**config.mk**
```make
export PLATFORM = sky130hd
export DESIGN_NAME = serial_subtractor_flat
export DESIGN_NICKNAME = d
export VERILOG_FILES = /design/src/rtl/serial_subtractor_if.sv /design/src/rtl/serial_subtractor.sv /design/src/flat_wrapper.sv
export SDC_FILE = /design/constraint.sdc
export NUM_CORES = 1
export LEC_CHECK = 0
export BUFFER_PORTS_ARGS = -buffer_cell sky130_fd_sc_hd__buf_2
export CAP_MARGIN = 40
export CORE_ASPECT_RATIO = 1.2
export CORE_MARGIN = 1
export CORE_UTILIZATION = 49
export CTS_CLUSTER_DIAMETER = 80
export DETAILED_ROUTE_END_ITERATION = 8
export GPL_TIMING_DRIVEN = 0
export PLACE_DENSITY = 0.74
export SYNTH_ARGS = -nofsm -noshare
export SYNTH_HDL_FRONTEND = slang
export SYNTH_SLANG_ARGS = --single-unit
```
**constraint.sdc**
```tcl
create_clock -name clk -period 1.8 [get_ports clk]
set_clock_uncertainty 0.1 [all_clocks]
set_input_delay 0.36 -clock clk [delete_from_list [all_inputs] [get_ports clk]]
set_output_delay 0.36 -clock clk [all_outputs]
set_load 0.02 [all_outputs]
```
**src/rtl/serial_subtractor_if.sv**
```systemverilog
// serial_subtractor_if: operand/result valid-ready bundle for serial_subtractor.
// SERIAL_SUB_OVF_EN adds the signed-overflow result bit ovf.
interface serial_subtractor_if #(
    parameter int WIDTH = 4
);
    logic             in_valid;
    logic             in_ready;
    logic [WIDTH-1:0] a;
    logic [WIDTH-1:0] b;
    logic             bin;
    logic             out_valid;
    logic             out_ready;
    logic [WIDTH-1:0] diff;
    logic             bout;
`ifdef SERIAL_SUB_OVF_EN
    logic             ovf;
`endif

    modport master (
        output in_valid, a, b, bin, out_ready,
        input  in_ready, out_valid, diff, bout
`ifdef SERIAL_SUB_OVF_EN
        , ovf
`endif
    );

    modport slave (
        input  in_valid, a, b, bin, out_ready,
        output in_ready, out_valid, diff, bout
`ifdef SERIAL_SUB_OVF_EN
        , ovf
`endif
    );
endinterface

```
**src/rtl/serial_subtractor.sv**
```systemverilog
// serial_subtractor: bit-serial a - b - bin, LSB first, through one full-adder slice (a + ~b + ~bin).
// SERIAL_SUB_OVF_EN adds a signed-overflow output ovf captured alongside bout.
module serial_subtractor #(
    parameter int WIDTH = 4
) (
    input logic               clk,
    input logic               rst,
    serial_subtractor_if.slave io
);
    localparam int CW = $clog2(WIDTH + 1);

    typedef enum logic [1:0] {IDLE, SHIFT, DONE} state_t;

    state_t           state_q, state_d;
    logic [WIDTH-1:0] a_q, a_d, b_q, b_d, res_q, res_d, diff_q, diff_d;
    logic [CW-1:0]    count_q, count_d;
    logic             carry_q, carry_d, bout_q, bout_d;
    logic             in_ready_q, in_ready_d, out_valid_q, out_valid_d;
    logic             s_bit, c_out, nb;
`ifdef SERIAL_SUB_OVF_EN
    logic             cmsb_q, cmsb_d, ovf_q, ovf_d;
`endif

    always_comb begin
        state_d     = state_q;
        a_d         = a_q;
        b_d         = b_q;
        res_d       = res_q;
        diff_d      = diff_q;
        count_d     = count_q;
        carry_d     = carry_q;
        bout_d      = bout_q;
        in_ready_d  = in_ready_q;
        out_valid_d = out_valid_q;
`ifdef SERIAL_SUB_OVF_EN
        cmsb_d      = cmsb_q;
        ovf_d       = ovf_q;
`endif
        nb    = ~b_q[0];
        s_bit = a_q[0] ^ nb ^ carry_q;
        c_out = (a_q[0] & nb) | (a_q[0] & carry_q) | (nb & carry_q);
        unique case (state_q)
            IDLE: if (io.in_valid) begin
                a_d        = io.a;
                b_d        = io.b;
                carry_d    = ~io.bin;
                count_d    = '0;
                in_ready_d = 1'b0;
                state_d    = SHIFT;
            end
            SHIFT: if (count_q == CW'(WIDTH)) begin
                // The extra SHIFT cycle publishes the finished result into the held output regs
                diff_d      = res_q;
                bout_d      = ~carry_q;
                out_valid_d = 1'b1;
                state_d     = DONE;
`ifdef SERIAL_SUB_OVF_EN
                ovf_d       = cmsb_q ^ carry_q;
`endif
            end else begin
                res_d   = {s_bit, res_q[WIDTH-1:1]};
                a_d     = a_q >> 1;
                b_d     = b_q >> 1;
                carry_d = c_out;
                count_d = count_q + CW'(1);
`ifdef SERIAL_SUB_OVF_EN
                if (count_q == CW'(WIDTH - 1)) cmsb_d = carry_q;
`endif
            end
            DONE: if (io.out_ready) begin
                out_valid_d = 1'b0;
                in_ready_d  = 1'b1;
                state_d     = IDLE;
            end
            default: state_d = IDLE;
        endcase
    end

    always_ff @(posedge clk or posedge rst) begin
        if (rst) begin
            state_q     <= IDLE;
            a_q         <= '0;
            b_q         <= '0;
            res_q       <= '0;
            diff_q      <= '0;
            count_q     <= '0;
            carry_q     <= 1'b0;
            bout_q      <= 1'b0;
            in_ready_q  <= 1'b1;
            out_valid_q <= 1'b0;
`ifdef SERIAL_SUB_OVF_EN
            cmsb_q      <= 1'b0;
            ovf_q       <= 1'b0;
`endif
        end else begin
            state_q     <= state_d;
            a_q         <= a_d;
            b_q         <= b_d;
            res_q       <= res_d;
            diff_q      <= diff_d;
            count_q     <= count_d;
            carry_q     <= carry_d;
            bout_q      <= bout_d;
            in_ready_q  <= in_ready_d;
            out_valid_q <= out_valid_d;
`ifdef SERIAL_SUB_OVF_EN
            cmsb_q      <= cmsb_d;
            ovf_q       <= ovf_d;
`endif
        end
    end

    assign io.in_ready  = in_ready_q;
    assign io.out_valid = out_valid_q;
    assign io.diff      = diff_q;
    assign io.bout      = bout_q;
`ifdef SERIAL_SUB_OVF_EN
    assign io.ovf       = ovf_q;
`endif
endmodule

```
**src/flat_wrapper.sv**
```systemverilog
// flat-port wrapper written by rule: the top's interface ports become plain ports
module serial_subtractor_flat 
#(
    parameter int WIDTH = 4
)
  (clk, rst, io_in_valid, io_a, io_b, io_bin, io_out_ready, io_in_ready, io_out_valid, io_diff, io_bout);
  serial_subtractor_if #(.WIDTH(WIDTH)) io_i ();
  input logic clk;
  input logic rst;
  input wire logic [$bits(io_i.in_valid)-1:0] io_in_valid;
  input wire logic [$bits(io_i.a)-1:0] io_a;
  input wire logic [$bits(io_i.b)-1:0] io_b;
  input wire logic [$bits(io_i.bin)-1:0] io_bin;
  input wire logic [$bits(io_i.out_ready)-1:0] io_out_ready;
  output wire logic [$bits(io_i.in_ready)-1:0] io_in_ready;
  output wire logic [$bits(io_i.out_valid)-1:0] io_out_valid;
  output wire logic [$bits(io_i.diff)-1:0] io_diff;
  output wire logic [$bits(io_i.bout)-1:0] io_bout;
  assign io_i.in_valid = io_in_valid;
  assign io_i.a = io_a;
  assign io_i.b = io_b;
  assign io_i.bin = io_bin;
  assign io_i.out_ready = io_out_ready;
  assign io_in_ready = io_i.in_ready;
  assign io_out_valid = io_i.out_valid;
  assign io_diff = io_i.diff;
  assign io_bout = io_i.bout;
  serial_subtractor #(.WIDTH(WIDTH)) u_core (.clk(clk), .rst(rst), .io(io_i));
endmodule
```
Yosys cells after proc, flatten, opt, wreduce, memory -nomap -nowiden

Index checks and enable logic that the tools add are counted.

Bitwise logic cells: 11
Eq/ne operators: 7
Add/sub/neg operators: 1
Muxes and demuxes: 22
Reduce and logical (&&, ||, !) cells: 10

Operators by type and width:

| cell                  | number |
|---|---|
| $mux W4               | 4 |
| $pmux W4 S2           | 2 |
| $reduce_and A3 Y1     | 4 |
| $mux W1               | 6 |
| $mux W2               | 3 |
| $mux W3               | 2 |
| $ne A2 B2 Y1 const B  | 3 |
| $pmux W1 S2           | 3 |
| $pmux W2 S3           | 1 |
| $pmux W3 S2           | 1 |
| $reduce_bool A2 Y1    | 3 |
| $not A1 Y1            | 4 |
| $reduce_and A2 Y1     | 2 |
| $add A3 B1 Y3 const B | 1 |
| $and A1 B1 Y1         | 3 |
| $eq A3 B3 Y1 const B  | 1 |
| $eq A2 B1 Y1 const B  | 1 |
| $eq A2 B2 Y1 const B  | 1 |
| $logic_not A2 Y1      | 1 |
| $ne A2 B1 Y1 const B  | 1 |
| $or A1 B1 Y1          | 2 |
| $xor A1 B1 Y1         | 2 |

Output and inout port bits: 7
Word-level logic and storage cells: 61
Register bits after elaboration: 25
Input port bits: 13

Longest topological paths before layout

Gate-level depths: netlist of the first run.

Depth in word-level cells: 6
Depth in mapped cells: 6
Depth with buffers taken out: 6

Worst setup path after synthesis of the first run

OpenSTA, ideal clock, no wires.

Path kind: reg2reg
From: register u_core.count_q[0]
To: register u_core.a_q[1]
Cell stages (with the launch flop): 7
Period minus slack after synthesis: 1772 ps
Arrival time: 1547 ps
Required time: 1575 ps
Path slack: 28 ps
Path buffers: 0
Setup time: 125 ps
Cells stage by stage: dfrtp_1 -> inv_1 -> ha_1 -> and3_1 -> or3_4 -> clkinv_8 -> mux2_4

Longest elaborated chain between the ends: 3

RTL lines:

| item                        | RTL line                 | RTL |
|---|---|---|
| start: declaration          | serial_subtractor.sv:16  | `logic [CW-1:0] count_q, count_d;` |
| start signal: assignment    | serial_subtractor.sv:101 | `count_q <= count_d;` |
| $eq A3 B3 Y1                | serial_subtractor.sv:51  | `SHIFT: if (count_q == CW'(WIDTH)) begin` |
| $ne A2 B2 Y1 (no line)      | --                       |  |
| $reduce_and A3 Y1 (no line) | --                       |  |
| end signal: assignment      | serial_subtractor.sv:82  | `a_q <= '0;` |
| end signal: assignment      | serial_subtractor.sv:97  | `a_q <= a_d;` |
| end: declaration            | serial_subtractor.sv:15  | `logic [WIDTH-1:0] a_q, a_d, b_q, b_d, res_q, res_d, diff_q, diff_d;` |

No other way between the ends.
A chain may end at the register's enable or synchronous reset.

Final worst setup path of the first run

From: register u_core.count_q[0]
To: register u_core.b_q[1]

Longest elaborated chain between the ends: 3

RTL lines:

| item                        | RTL line                | RTL |
|---|---|---|
| $eq A3 B3 Y1                | serial_subtractor.sv:51 |  |
| $ne A2 B2 Y1 (no line)      | --                      |  |
| $reduce_and A3 Y1 (no line) | --                      |  |
| end signal: assignment      | serial_subtractor.sv:83 | `b_q <= '0;` |
| end signal: assignment      | serial_subtractor.sv:98 | `b_q <= b_d;` |
| end: declaration            | serial_subtractor.sv:15 |  |

No other way between the ends.

==> results.py, run 1 <==
metrics = {
    "status": {
        "outcome": "complete, no violations",
    },
    "yosys": {
        "syn_inst": 90,
        "synth_seq_cells": 25,
        "synth_area_leader_cell": "dfrtp_1",
        "area_fraction_of_the_dominant_cell_type_after_synthesis": 0.508,
        "synth.cell_area_um2": 1180,
        "syn-num-nets": 106,
        "synth_enable_flop_cells": 0,
        "synth_seq_area_share": 0.531,
        "synth-main-ff-cell": "dfrtp_1",
        "mean_area_per_synthesized_cell_um2": 13.1,
        "distinct_cell_type_count_after_synthesis": 27,
        "postSynth.asyncResetShare": 1.00,
        "ys_warn_count": 0,
        "synth_area_leaders": "dfrtp_1 51%, mux2_2 9.5%, mux2_4 8.9%",
    },
    "placement": {
        "dp_slack_ns": -0.0577,
        "io_buffer_count": 19,
        "place.gp.congestion": 0.691,
        "dp_hpwl_mm": 1.37,
    },
    "cells_and_area": {
        "final_layout_size_suffix_gt1_frac": 0.445,
        "design.final.nets": 136,
        "fill_count": 195,
        "num_antenna_cells": 0,
        "area_delta_synth_final_pct": 19.8,
        "utilization": 0.620,
    },
    "global_route": {
        "remaining_overflow_grt": 0,
        "grt_pass1_wl_mm": 3.38,
        "grt_start_max_net_pins": 16,
        "globalRouteTotalUtil": 0.183,
        "vias_in_the_first_global_route": 788,
        "initial_antenna_violation_count": 0,
    },
    "detailed_routing": {
        "drt_iter0_drc": 5,
        "vias_per_cell": 4.91,
        "drt.antenna.violating_nets": 0,
        "drtPass1Iterations": 3,
        "routed-via-count": 737,
        "detail_route.wl_per_cell_um": 12.7,
        "drcViolationCount": 0,
        "detail_route.wirelength_mm": 1.91,
    },
    "critical_path": {
        "worstSetupEndpointType": "flop",
        "arrival_ns": 1.89,
        "crit_type": "reg -> reg",
        "worst-endpoint-required_ns": 1.91,
        "worst-r2r-setup-slack_ns": 0.02,
        "worst_r2r_startpoint": "u_core.count_q[0]$_DFFE_PP0P_",
        "worstSetupStartpoint": "u_core.count_q[0]$_DFFE_PP0P_",
        "rr_worst_depth": 6,
        "worstSetupStartpointType": "flop",
        "worstPathMaxFanout": 5,
        "crit_path_end": "u_core.b_q[1]$_DFFE_PP0P_",
        "timing.rr.end": "u_core.b_q[1]$_DFFE_PP0P_",
    },
    "sta": {
        "timing.fmax_ghz": 0.563,
        "maxSlewViolCount": 0,
        "worst_slew_pin_slew_ns": 0.437,
        "timing.final.ws_setup_ns": 0.0230,
        "report.final.setup_viol": 0,
        "final.hold.worst_slack_ns": 0.139,
        "fin_setup_tns_ns": 0,
        "finalHoldViolCount": 0,
        "slew-limit-headroom": 0.708,
        "post-route-period-util": 0.987,
        "min_period_ns": 1.78,
        "rsz0062_at_grt": "true",
    },
    "clocking": {
        "clk_latency_ns": 0.31,
        "tritoncts": "built",
        "cts_inserted_buffers": 3,
        "cts.reportedPaths.clkPinSlew_ns": 0.13,
        "clock-sinks": 25,
        "cts.htree.levels": 1,
        "clk_root_buffer_cell": "clkbuf_4",
        "clockBufferDepth": 2,
    },
    "power": {
        "worst_ir_drop_vdd_v": 0.00112,
        "power.share.switching": 0.364,
        "combinationalPowerShare": 0.535,
        "design_power_total_uw": 2660,
        "netSwitchingPower_uw": 969,
        "share_clk_of_total_power": 0.092,
        "pwr_density_cell_nw_per_um2": 1880,
        "leakage_uw": 0.000707,
        "seqPwrFrac": 0.373,
        "power_report.internal_total_uw": 1690,
    },
    "die": {
        "starting_utilization_of_the_core_area": 0.518,
        "die-height_um": 55.8,
        "top_level_ports": 20,
        "floorplan.die.width_um": 46.8,
        "design.die.area_um2": 2610,
        "core_area_um2": 2280,
        "num_rows": 19,
    },
    "min_path": {
        "min_from": "io_out_ready",
        "min-delay-path-class": "in -> reg",
    },
    "run": {
        "maxCapViolCount": 0,
    },
}
timing repair:
item,CTS,global route
gates cloned,1,0
endpoints found under the hold margin,9,0
gates resized for setup,3,1
pin swaps,2,3
hold buffers,1,0
setup endpoints to repair,5,7
buffers inserted,2,1
cell usage after synthesis (all sizes together), types with 2 or more instances:
master and instances:
nand2 5, buf 2, dfrtp 24, ha 2
mux2 18, a22o 2, a21oi 4, nand3 2
mux2i 3, o21ai 5, inv 8, nor2 2
metrics by stage:
| step | area, um2 | cells |
|---|---|---|
| floorplan | 1180 | 90 |
| global placement | 1320 | 140 |
| detailed placement | 1330 | 141 |
| CTS | 1400 | 149 |
| global route | 1420 | 150 |
| finish | 1420 | 150 |
final cells by class:
class / instances / area (um2) / share of cell area
multi-input cells: 54 / 503 / 0.355
repair inverters: 1 / 8.76 / 0.00619
flip-flops and latches: 25 / 627 / 0.443
plain buffers: 2 / 22.5 / 0.0159
clock buffers: 4 / 26.3 / 0.0186
well taps: 31 / 38.8 / 0.0274
repair buffers: 24 / 143 / 0.101
inverters: 9 / 46.3 / 0.0327
sequential cells by signal, indices dropped and copies added (netlist names):
name	count
u_core.io.out_valid	1
u_core.io.in_ready	1
u_core.b_q	4
u_core.a_q	4
u_core.carry_q	1
u_core.state_q	2
u_core.count_q	3
u_core.io.diff	4
u_core.res_q	4
u_core.io.bout	1
power groups by stage:
stage               clock network [uW]  registers [uW]  logic (uW)
floorplan                            0            1070         964
global placement                     0             990        1260
detailed placement                   0            1010        1310
CTS                                255             997        1420
global route                       281            1030        1580
finish                             245             992        1420
worst max-delay path: stages, from the launching register on:
cell,delay (ns)
dfrtp_1,0.39
inv_2,0.07
ha_4,0.17
and3_4,0.14
or3_4,0.43
clkinv_8,0.09
mux2_4,0.29
layout by cell type (no fill, tap or decap), drive strengths merged, types with 2 or more instances in the layout:
cell    count
buf        25
o21ai       5
dfrtp      24
inv         8
nor2        2
a21oi       4
ha          2
nand3       2
a22o        2
nand2       5
clkinv      2
clkbuf      4
mux2       18
mux2i       3
how the worst min path moves through the flow:
stage                                            to  slack, ns  cells past startpoint
floorplan                 u_core.a_q[0]$_DFFE_PP0P_       0.29                      1
global placement    u_core.io.out_valid$_DFFE_PP0P_       0.35                      2
detailed placement  u_core.io.out_valid$_DFFE_PP0P_       0.28                      2
CTS                   u_core.state_q[1]$_DFFE_PP0P_       0.13                      2
global route          u_core.state_q[1]$_DFFE_PP0P_       0.12                      2
finish                u_core.state_q[1]$_DFFE_PP0P_       0.14                      2
logic make-up (layout without fill, tap and decap cells):
group                      count (synthesis)  after routing  synth area share
buffers and inverters                     11             40            0.0583
muxes                                     21             21             0.219
adders and majority gates                  3              3            0.0381
DFF                                       25             25             0.531
and+or+nand+nor                           17             17            0.0890
AOI/OAI and AO/OA                         13             13            0.0646
metal layers:
metal	vias to the layer above	global-route usage	routed length, um
met1	345	0.240	871
met4	0	0.0816	41
met5	-	0	0
met2	14	0.282	953
li1	373	-	-
met3	5	0.0390	42
(Power assumes the default switching activity.)
==> run 2: changes to the inputs <==
- CORE_ASPECT_RATIO: 1.2 -> not set
==> results.py, run 2 (same netlist as run 1, synthesis figures left out) <==
metrics = {
    "status": {
        "outcome": "complete, no violations",
    },
    "critical_path": {
        "worst-endpoint-required_ns": 1.92,
        "crit_type": "reg -> reg",
        "cpLargestDelayFamily": "simple AND/OR/NAND/NOR gates",
        "cp_slowest_cell": "or3_4",
        "cp_cell_sequence": "inv_1 -> ha_4 -> and3_4 -> or3_4 -> clkinv_8 -> mux2_4",
        "worstSetupStartpointType": "flop",
        "worstPathMaxFanout": 8,
        "delay_of_the_slowest_critical_path_stage_ns": 0.40,
        "cp.buffers_inverters": 2,
        "worstSetupEndpointType": "flop",
        "arrival_ns": 1.89,
    },
    "clocking": {
        "cts_inserted_buffers": 3,
        "clk_root_buffer_cell": "clkbuf_4",
        "cts.reportedPaths.clkPinSlew_ns": 0.13,
        "clock-sinks": 25,
        "cts.htree.levels": 1,
        "tritoncts": "built",
        "clockBufferDepth": 2,
        "clk_latency_ns": 0.32,
    },
    "die": {
        "design.die.area_um2": 2610,
        "num_rows": 17,
        "floorplan.die.width_um": 51.1,
        "core_area_um2": 2230,
        "top_level_ports": 20,
        "die-height_um": 51.1,
        "starting_utilization_of_the_core_area": 0.529,
    },
    "sta": {
        "fin_setup_tns_ns": 0,
        "worst_slew_pin_slew_ns": 0.511,
        "report.final.setup_viol": 0,
        "maxSlewViolCount": 0,
        "min_period_ns": 1.77,
        "timing.fmax_ghz": 0.566,
        "finalHoldViolCount": 0,
        "timing.final.ws_setup_ns": 0.0347,
        "rsz0062_at_grt": "false",
        "slew-limit-headroom": 0.659,
        "post-route-period-util": 0.981,
    },
    "global_route": {
        "remaining_overflow_grt": 0,
        "grt_pass1_wl_mm": 3.28,
        "grt_start_max_net_pins": 15,
        "globalRouteTotalUtil": 0.180,
        "vias_in_the_first_global_route": 746,
        "initial_antenna_violation_count": 0,
    },
    "placement": {
        "io_buffer_count": 19,
        "place.gp.congestion": 0.701,
        "dpl-instance-area_um2": 1330,
        "dp_slack_ns": -0.0618,
        "dp_hpwl_mm": 1.35,
        "place_inst": 138,
    },
    "cells_and_area": {
        "num_antenna_cells": 0,
        "design_area_um2": 1430,
        "final_cell_count_no_fill": 150,
        "mostFrequentLayoutCells": "24 x dfrtp_1, 19 x buf_2, 10 x mux2_2",
        "design.final.nets": 139,
        "layout.cells.most_common": "dfrtp_1",
        "utilization": 0.642,
        "final_layout_size_suffix_gt1_frac": 0.467,
        "fill_count": 182,
        "area_delta_synth_final_pct": 21.4,
    },
    "detailed_routing": {
        "vias_per_cell": 5.07,
        "drcViolationCount": 0,
        "detail_route.wl_per_cell_um": 13.0,
        "detail_route.wirelength_mm": 1.95,
        "routed-via-count": 760,
        "drt_iter0_drc": 9,
        "drtPass1Iterations": 4,
        "drt.antenna.violating_nets": 0,
    },
    "run": {
        "maxCapViolCount": 0,
    },
    "power": {
        "pwr_density_cell_nw_per_um2": 1900,
        "leakage_uw": 0.000726,
        "worst_ir_drop_vdd_v": 0.00111,
    },
    "min_path": {
        "min-delay-path-class": "in -> reg",
    },
}
-- run 2: cell count changes in the layout (fill, tap and decap cells not counted), sizes merged --
cell    before  now
buf         25   29
clkbuf       4    3
-- run 2: worst paths after layout --
check / start / to / slack [ns] / cells after the start
setup / recovery: u_core.count_q[1]$_DFFE_PP0P_ / u_core.a_q[2]$_DFFE_PP0P_ / 0.03 / 6
hold / removal: io_out_ready / u_core.state_q[1]$_DFFE_PP0P_ / 0.12 / 2
setup reg to reg: u_core.count_q[1]$_DFFE_PP0P_ / u_core.a_q[2]$_DFFE_PP0P_ / 0.03 / 6
hold reg to reg: u_core.io.out_valid$_DFFE_PP0P_ / u_core.io.out_valid$_DFFE_PP0P_ / 0.39 / 2
max in group asynchronous: rst / u_core.a_q[2]$_DFFE_PP0P_ / 0.65 / 4
min in group asynchronous: rst / u_core.io.out_valid$_DFFE_PP0P_ / 0.49 / 3
-- run 2: power by group --
group	leakage (uW)	switching (uW)	internal (uW)
registers	0.000301	154	837
logic	0.000407	659	816
clock network	0.0000177	168	83.4
total	0.000726	982	1740
-- run 2: metrics by stage --
| stage | power, uW | hold slack, ns |
|---|---|---|
| CTS | 2630 | 0.119 |
| global placement | 2260 | 0.355 |
| floorplan | 2030 | 0.287 |
| detailed placement | 2300 | 0.317 |
| global route | 2930 | 0.137 |
| finish | 2720 | 0.124 |
-- run 2: final cells by class --
cell class | count | area [um2] | share of cell area
flip-flops and latches | 25 | 627 | 0.437
repair buffers | 28 | 173 | 0.120
plain buffers | 2 | 22.5 | 0.0157
well taps | 28 | 35.0 | 0.0244
inverters | 9 | 46.3 | 0.0323
clock inverters | 1 | 5.00 | 0.00349
clock buffers | 3 | 22.5 | 0.0157
multi-input cells | 54 | 503 | 0.351
-- run 2: timing repair --
action	4_1_cts	5_1_grt
hold buffers	1	0
gates cloned	0	0
pin swaps	1	3
buffers inserted	3	4
hold endpoints to repair	11	0
gates resized for setup	1	3
endpoints found under the setup margin	5	9
-- run 2: worst register-to-register path, stage by stage (launching register included) --
cell	delay (ns)
dfrtp_1	0.38
inv_1	0.09
ha_4	0.17
and3_4	0.14
or3_4	0.40
clkinv_8	0.09
mux2_4	0.30
-- run 2: layer usage --
| layer | GRT usage | up-vias | share of wire |
|---|---|---|---|
| li1 | - | 376 | - |
| met1 | 0.228 | 368 | 0.46 |
| met2 | 0.274 | 12 | 0.48 |
| met3 | 0.0357 | 4 | 0.031 |
| met4 | 0.125 | 0 | 0.027 |
| met5 | 0 | - | 0 |
==> run 3: changes to the inputs <==
- PLACE_DENSITY: 0.74 -> not set
- PLACE_DENSITY_LB_ADDON: not set -> 0.15
==> results.py, run 3 (same netlist as run 1, synthesis figures left out) <==
metrics = {
    "detailed_routing": {
        "routed-via-count": 785,
        "drtPass1Iterations": 4,
        "drt.antenna.violating_nets": 0,
        "vias_per_cell": 5.27,
        "detail_route.wl_per_cell_um": 13.0,
        "drcViolationCount": 0,
        "drt_iter0_drc": 10,
        "detail_route.wirelength_mm": 1.93,
    },
    "die": {
        "core_area_um2": 2230,
        "design.die.area_um2": 2610,
        "floorplan.die.width_um": 51.1,
        "num_rows": 17,
        "top_level_ports": 20,
        "starting_utilization_of_the_core_area": 0.529,
        "die-height_um": 51.1,
    },
    "sta": {
        "post-route-period-util": 0.991,
        "worst_slew_pin_slew_ns": 0.495,
        "min_period_ns": 1.78,
        "maxSlewViolCount": 0,
        "fin_setup_tns_ns": 0,
        "slew-limit-headroom": 0.670,
        "finalHoldViolCount": 0,
        "rsz0062_at_grt": "true",
        "timing.final.ws_setup_ns": 0.0161,
        "timing.fmax_ghz": 0.561,
        "report.final.setup_viol": 0,
    },
    "cells_and_area": {
        "area_delta_synth_final_pct": 21.8,
        "mostFrequentLayoutCells": "24 x dfrtp_1, 19 x buf_2, 10 x mux2_2",
        "design.final.nets": 138,
        "design_area_um2": 1440,
        "layout.cells.most_common": "dfrtp_1",
        "final_cell_count_no_fill": 149,
        "fill_count": 178,
        "final_layout_size_suffix_gt1_frac": 0.463,
        "num_antenna_cells": 0,
    },
    "placement": {
        "io_buffer_count": 19,
        "dpl-instance-area_um2": 1340,
        "place_inst": 138,
        "place.gp.congestion": 0.712,
        "dp_slack_ns": -0.0637,
        "dp_hpwl_mm": 1.34,
    },
    "critical_path": {
        "cp.buffers_inverters": 2,
        "delay_of_the_slowest_critical_path_stage_ns": 0.41,
        "cp_cell_sequence": "inv_1 -> ha_4 -> and3_4 -> or3_4 -> clkinv_8 -> mux2_4",
        "cpLargestDelayFamily": "simple AND/OR/NAND/NOR gates",
        "crit_type": "reg -> reg",
        "worstSetupStartpointType": "flop",
        "worst-endpoint-required_ns": 1.91,
        "worst_r2r_startpoint": "u_core.count_q[1]$_DFFE_PP0P_",
        "worstSetupStartpoint": "u_core.count_q[1]$_DFFE_PP0P_",
        "arrival_ns": 1.90,
        "timing.rr.end": "u_core.a_q[2]$_DFFE_PP0P_",
        "worst-r2r-setup-slack_ns": 0.02,
        "crit_path_end": "u_core.a_q[2]$_DFFE_PP0P_",
        "worstPathMaxFanout": 8,
        "worstSetupEndpointType": "flop",
        "rr_worst_depth": 6,
        "path_depth": 6,
        "cp_slowest_cell": "or3_4",
    },
    "clocking": {
        "clk_latency_ns": 0.31,
        "cts.reportedPaths.clkPinSlew_ns": 0.13,
        "clk_root_buffer_cell": "clkbuf_4",
        "tritoncts": "built",
        "cts.htree.levels": 1,
        "cts_inserted_buffers": 3,
        "clock-sinks": 25,
        "clockBufferDepth": 2,
    },
    "global_route": {
        "grt_pass1_wl_mm": 3.35,
        "vias_in_the_first_global_route": 772,
        "use_met2": 0.294,
        "globalRouteTotalUtil": 0.174,
        "grt_start_max_net_pins": 16,
        "gr-usage-met3": 0.0446,
        "gr-max-usage-layer": "met2",
        "grt.met1_usage": 0.217,
        "initial_antenna_violation_count": 0,
        "remaining_overflow_grt": 0,
    },
    "run": {
        "maxCapViolCount": 0,
    },
    "power": {
        "pwr_density_cell_nw_per_um2": 1860,
        "leakage_uw": 0.000726,
        "worst_ir_drop_vdd_v": 0.00102,
    },
    "min_path": {
        "min-delay-path-class": "in -> reg",
    },
    "status": {
        "outcome": "complete, no violations",
    },
}
==> run 3: cell type report <==
| class | instances | area, um2 | share of cell area |
|---|---|---|---|
| Timing Repair Buffer | 27 | 178 | 0.123 |
| Clock inverter | 1 | 5.00 | 0.00348 |
| Tap cell | 28 | 35.0 | 0.0243 |
| Inverter | 9 | 46.3 | 0.0322 |
| Sequential cell | 25 | 627 | 0.436 |
| Multi-Input combinational cell | 54 | 503 | 0.350 |
| Buffer | 2 | 22.5 | 0.0157 |
| Clock buffer | 3 | 22.5 | 0.0157 |
==> run 3: layer usage <==
layer / up-vias / part of all wire
met4: 0 / 0.015
met5: - / 0
li1: 375 / -
met1: 392 / 0.44
met3: 2 / 0.041
met2: 16 / 0.51
==> run 3: power by group <==
group / switching, uW / total [uW] / internal [uW] / leakage (uW)
registers: 155 / 992 / 837 / 0.000301
clock network: 164 / 247 / 83.1 / 0.0000177
logic: 647 / 1440 / 796 / 0.000408
==> run 3: how the worst min path moves through the flow <==
stage	from	endpoint	slack, ns	cells after the start
2_1_floorplan	rst	u_core.a_q[0]$_DFFE_PP0P_	0.29	1
3_3_place_gp	u_core.io.out_valid$_DFFE_PP0P_	u_core.io.out_valid$_DFFE_PP0P_	0.35	2
3_5_place_dp	rst	u_core.io.diff[0]$_DFFE_PP0P_	0.30	2
4_1_cts	io_out_ready	u_core.state_q[1]$_DFFE_PP0P_	0.12	2
5_1_grt	io_out_ready	u_core.state_q[1]$_DFFE_PP0P_	0.14	2
6_report	io_out_ready	u_core.state_q[1]$_DFFE_PP0P_	0.13	2
==> run 3: timing repair <==
item	in CTS	in global routing
hold buffers	1	0
gates resized for setup	1	3
hold endpoints to repair	10	0
pin swaps	1	2
endpoints found under the setup margin	5	7
setup buffers	3	3
==> run 3: through the flow <==
stage | power [uW] | hold WS (ns) | util
after global placement | 2260 | 0.354 | 0.587
final | 2680 | 0.130 | 0.644
after detailed placement | 2310 | 0.304 | 0.599
after CTS | 2640 | 0.122 | 0.627
after global routing | 2910 | 0.142 | 0.644
after floorplan | 2030 | 0.287 | -
